$ cat src/rtl/module_abc.sv
// Modulo-N counter with a prescaled step strobe and a two-flop reset release synchronizer.
// Define MODULE_ABC_DOWN_EN to build a down-counter instead of the default up-counter.
module module_abc #(
   parameter int MODULO   = 10,
   parameter int PRESCALE = 1
) (
   input  logic       clk,
   input  logic       rst,
   output logic [5:0] count_o
);

   localparam int             PW       = (PRESCALE > 1) ? $clog2(PRESCALE) : 1;
   localparam logic [PW-1:0]  PRE_LAST = PW'(PRESCALE - 1);
   localparam logic [5:0]     CNT_LAST = 6'(MODULO - 1);

   generate
      if (MODULO < 2 || MODULO > 64 || PRESCALE < 1 || PRESCALE > 256) begin : g_bad_param
         $fatal(1, "module_abc: MODULO must be 2..64 and PRESCALE 1..256");
      end
   endgenerate

   logic [1:0]    rst_sync_q, rst_sync_d;
   logic [PW-1:0] pre_q, pre_d;
   logic [5:0]    count_q, count_d;
   logic          run;
   logic          step;

   always_comb begin
      rst_sync_d = {rst_sync_q[0], 1'b1};
      run        = rst_sync_q[1];
      step       = run && (pre_q == PRE_LAST);

      pre_d = pre_q;
      if (run) begin
         pre_d = step ? '0 : pre_q + PW'(1);
      end

      count_d = count_q;
      if (step) begin
`ifdef MODULE_ABC_DOWN_EN
         count_d = (count_q == 6'd0) ? CNT_LAST : count_q - 6'd1;
`else
         // With MODULO=64 the compare hits 63 and wraps to 0 like a plain 6-bit counter.
         count_d = (count_q == CNT_LAST) ? 6'd0 : count_q + 6'd1;
`endif
      end
   end

   // Assertion clears everything at once; release only propagates through rst_sync_q.
   always_ff @(posedge clk or negedge rst) begin
      if (!rst) begin
         rst_sync_q <= 2'b00;
         pre_q      <= '0;
         count_q    <= 6'd0;
      end else begin
         rst_sync_q <= rst_sync_d;
         pre_q      <= pre_d;
         count_q    <= count_d;
      end
   end

   assign count_o = count_q;

endmodule

$ cat config.mk
export PLATFORM = sky130hd
export DESIGN_NAME = module_abc
export DESIGN_NICKNAME = d
export VERILOG_FILES = /design/src/rtl/module_abc.sv
export SDC_FILE = /design/constraint.sdc
export NUM_CORES = 1
export LEC_CHECK = 0
export CORE_AREA = 2 2 39 41
export CTS_CLUSTER_DIAMETER = 150
export DETAILED_ROUTE_END_ITERATION = 6
export DIE_AREA = 0 0 41 43
export PLACE_DENSITY = 0.59
export SLEW_MARGIN = 20
export SYNTH_ARGS = -nofsm -noshare
export SYNTH_HDL_FRONTEND = slang
export SYNTH_SLANG_ARGS = --single-unit
$ cat constraint.sdc
create_clock -name clk -period 1.94 [get_ports clk]
set_input_delay 0.388 -clock clk [delete_from_list [all_inputs] [get_ports clk]]
set_output_delay 0.388 -clock clk [all_outputs]
set_load 0.1 [all_outputs]
======== Word level (Yosys, flattened, before mapping) ========
Index checks and enable logic that the tools add are counted.
word-level totals
  bits in registers ....................... 9
  bits in latches ......................... 0
  bits in writable memories ............... 0
  memory bits (read-only) ................. 0
  memories kept ........................... 0
operators by class
  add/sub/neg operators ................... 2
  multiply operators ...................... 0
  div/mod/pow operators ................... 0
  magnitude comparators ................... 0
  eq/ne operators ......................... 1
  shift-type cells ........................ 0
  mux-type cells .......................... 2
  bitwise logic cells ..................... 1
  reductions and logical operators ........ 1
operators with widths
  cell                 count
  $add 6x1->6 const B  1
  $eq 6x4->1 const B   1
  $mux 6               1
  $add 1x1->1 const B  1
  $logic_and 1x1->1    1
  $mux 1               1
  $not 1->1            1

======== Depth between registers and ports, before layout ========
  depth after elaboration ................. 3
  gate-level depth with buffers ........... 5
  gate-level depth less buffers ........... 5

======== Worst setup path before layout ========
No wires, ideal clock.
  path kind ............................... register to register
  start point ............................. register count_q[1] (netlist: count_o[1])
  end point ............................... register count_q[1] (netlist: count_o[1])
  setup time .............................. 95 ps
  arrival time ............................ 1773 ps
  data required time ...................... 1845 ps
  path slack .............................. 71 ps
  cell stages (with the launch flop) ...... 6
  path buffers ............................ 0
  path through ............................ dfrtp_1 > inv_1 > ha_1 > nor4b_2 > and2_4 > o31ai_1
on the way
  longest elaborated chain between the ends .. 2
  elaborated cells between the ends (all ways) .. 3
  classes of those cells .................. add/sub (1); eq/ne (1); mux (1)
ends and longest elaborated chain
  item                                       line  RTL
  from (decl)                                24    logic [5:0] count_q, count_d;
  from (signal assigned)                     58    count_q <= count_d;
  $add 6x1->6 or $eq 6x4->1 (tied branches)  44    count_d = (count_q == CNT_LAST) ? 6'd0 : count_q + 6'd1;
  $mux 6 (*)                                 44
Every way passes the cells marked *; elsewhere a longest branch is shown, timed or not.
A chain may end at the register's enable or synchronous reset.

======== Worst setup path in the final report ========
  start point ............................. register count_q[3] (netlist: count_o[3])
  end point ............................... output count_o[3]
RTL lines
  item       line  RTL
  to (decl)  9     output logic [5:0] count_o
No word-level cell between the ends.

==> flow_summary.yaml <==
routing:
  wl_per_cell_microns: 10.8
  detail_route.first_pass.iterations: 3
  via_count: 295
  drt_iter0_markers: 3
  drt_wl_total_microns: 671
  detail-route-antenna-nets: 0
  detail_route.drc_violations: 0
  vias_per_cell: 4.76
timing:
  layout_setup_ws_ns: 0.617
  timing.final.max_slew_violations: 0
  finalHoldViolations: 0
  rsz0062_at_grt: "no"
  clock.fmax_mhz: 756
  final_setup_violation_count: 0
  final.setup_skew_ns: 0.00400
  min_period_ns: 1.32
  final.setup.tns_ns: 0
  final_min_period_over_clock_period_pct: 68.2
synthesis:
  synth_edf_count: 0
  count_of_state_elements_after_synthesis: 9
  synth_top_area_share_pct: 53.7
  ys.flop_type: "sky130_fd_sc_hd__dfrtp_1"
  synth_area_leaders: "sky130_fd_sc_hd__dfrtp_1 54%, sky130_fd_sc_hd__ha_1 6.0%, sky130_fd_sc_hd__o21ai_2 4.2%, sky130_fd_sc_hd__xnor2_1 4.2%, sky130_fd_sc_hd__and2b_1 3.6%"
  synth_largest_area_cell: "sky130_fd_sc_hd__dfrtp_1"
  cell_count_after_synthesis: 35
  synth.net_count: 39
  synth.yosys.seq_area_share_pct: 53.7
  yosysWarningCount: 0
  yosys.cell_count.top_type: "sky130_fd_sc_hd__dfrtp_1"
  synth_area_per_cell_sq_um: 12.0
  syn-cell-area_sq_um: 419
  synth.distinct_cells: 20
  ys_async_sr_fraction_pct: 100
run:
  cap_violations: 0
clock_network:
  tritoncts: "built"
  post_cts_resize_count: 0
  numClockSinks: 9
  cts_hold_buf: 0
  ctsRootBufferMaster: "sky130_fd_sc_hd__clkbuf_4"
  cts_made_buffers: 3
  post_cts_setup_buffer_count: 0
  cts-root-to-sink-buffers: 2
  clock_insertion_delay_worst_skew_ns: 0.25
  cts-htree-levels: 1
  clock_slew_at_the_register_clock_pins_of_the_worst_setup_and_hold_paths_ns: 0.06
critical_path:
  worst-endpoint-arrival_ns: 0.93
  crit_path_max_cell_delay_ns: 0.47
  criticalPathCategory: "reg2out"
  path_buf_inv: 1
  r2r_start: "count_o[1]"
  timing.critical_path.from: "count_o[3]"
  timing.critical_path.cells: "buf_12"
  worst_setup_path_start_kind: "flip-flop"
  critPathSlowestCell: "sky130_fd_sc_hd__dfrtp_1"
  critPathRequiredTime_ns: 1.55
  crit_fanout: 6
  worstSetupEndpointType: "output pin"
  path_delay_family: "flip-flops"
layout:
  diodes: 0
  nets: 51
  post_route_cells_drive_above_1_share_pct: 32.6
  syn_to_final_growth_pct: 42.1
  final-instance-count-excl-fill: 62
  finalCoreUtilization_pct: 43.0
floorplanning:
  floorplan.core_area_sq_um: 1380
  dieWidth_microns: 41
  floorplan.initialDensity_pct: 30.3
  top_level_ports: 8
  die_height_microns: 43
  rows: 14
  die_area_sq_um: 1760
global_route:
  grt_first_pass_wirelength_mm: 1.26
  grt_start_max_net_pins: 10
  globalRouteTotalUtil_pct: 11.9
  grt_overflow_total: 0
  vias_in_the_first_global_route: 300
  antenna_found_initial: 0
place:
  dp_worst_setup_slack_ns: 0.631
  place_congestion: 0.723
  portBuffers: 7
  dp.cells: 58
hold_path:
  hold_start: "rst_sync_q[0]"
  min-delay-path-class: "reg2reg"
status:
  status: "completed"
[cells by family (layout without fill, tap and decap cells)]
group / count (synthesis) / after routing / synth area share [%]
simple gates: 13 / 13 / 23.0
compound gates: 6 / 6 / 10.4
buf+inv: 2 / 13 / 1.79
xor+xnor: 2 / 2 / 4.18
fa+ha+maj: 2 / 2 / 5.97
flops: 9 / 9 / 53.7
other cells: 1 / 1 / 0.895
[worst paths after layout]
check / endpoint / slack, ns / cells after the start
min in group asynchronous: count_o[3] / 0.42 / 1
worst min-delay path: rst_sync_q[1] / 0.35 / 0
worst max register to register: count_o[1] / 0.63 / 5
max in group asynchronous: count_o[2] / 1.24 / 1
worst min register to register: rst_sync_q[1] / 0.35 / 0
worst max-delay path: count_o[3] / 0.62 / 1
[registers in the layout (all words and copies together) (netlist names)]
register / flops
pre_q: 1
rst_sync_q: 2
count_o: 6
[cells in the final DEF, fill, tap and decap left out]
| master | count |
|---|---|
| sky130_fd_sc_hd__nor4b_2 | 1 |
| sky130_fd_sc_hd__dfrtp_1 | 9 |
| sky130_fd_sc_hd__nand4_1 | 2 |
| sky130_fd_sc_hd__or3_1 | 1 |
| sky130_fd_sc_hd__nand2b_4 | 1 |
| sky130_fd_sc_hd__a22o_1 | 1 |
| sky130_fd_sc_hd__buf_12 | 6 |
| sky130_fd_sc_hd__o21ai_1 | 1 |
| sky130_fd_sc_hd__o31ai_1 | 1 |
| sky130_fd_sc_hd__nand2b_1 | 1 |
| sky130_fd_sc_hd__clkbuf_1 | 1 |
| sky130_fd_sc_hd__and2b_1 | 2 |
| sky130_fd_sc_hd__clkbuf_4 | 3 |
| sky130_fd_sc_hd__o21ai_0 | 1 |
| sky130_fd_sc_hd__inv_1 | 2 |
| sky130_fd_sc_hd__nand2_1 | 2 |
| sky130_fd_sc_hd__nor2_1 | 1 |
| sky130_fd_sc_hd__clkdlybuf4s50_1 | 1 |
| sky130_fd_sc_hd__o21ai_2 | 2 |
| sky130_fd_sc_hd__and3_2 | 1 |
| sky130_fd_sc_hd__conb_1 | 1 |
| sky130_fd_sc_hd__xnor2_1 | 2 |
| sky130_fd_sc_hd__ha_1 | 2 |
| sky130_fd_sc_hd__and2_4 | 1 |
[layout make-up]
class	count	area, sq um
clock buffer	4	26.3
fill	136	788
inverter	2	7.51
multi-input combinational	24	186
sequential	9	225
tap	16	20.0
timing repair buffer	7	130
[per-stage QoR]
stage / area [sq um] / hold WS [ns]
2_1_floorplan: 419 / 0.0924
3_3_place_gp: 569 / 0.333
3_5_place_dp: 569 / 0.346
4_1_cts: 596 / 0.358
5_1_grt: 596 / 0.363
6_report: 596 / 0.355
[layer usage]
layer	part of all wire [%]	track usage (%)
met5	0	0
met2	49	14.4
met4	1.3	8.00
met1	41	13.7
met3	8.8	9.42
[worst reg2reg max path, delay by kind of cell, from the launching register on]
kind,cells,cell delay (ns)
DFF,1,0.45
and+or+nand+nor,2,0.34
AOI/OAI and AO/OA,1,0.19
adders and majority gates,1,0.17
buffers and inverters,1,0.07
Power is left out: the tool's default activity adds up to more than one toggle a clock period on the data nets, which glitch-free logic cannot reach.
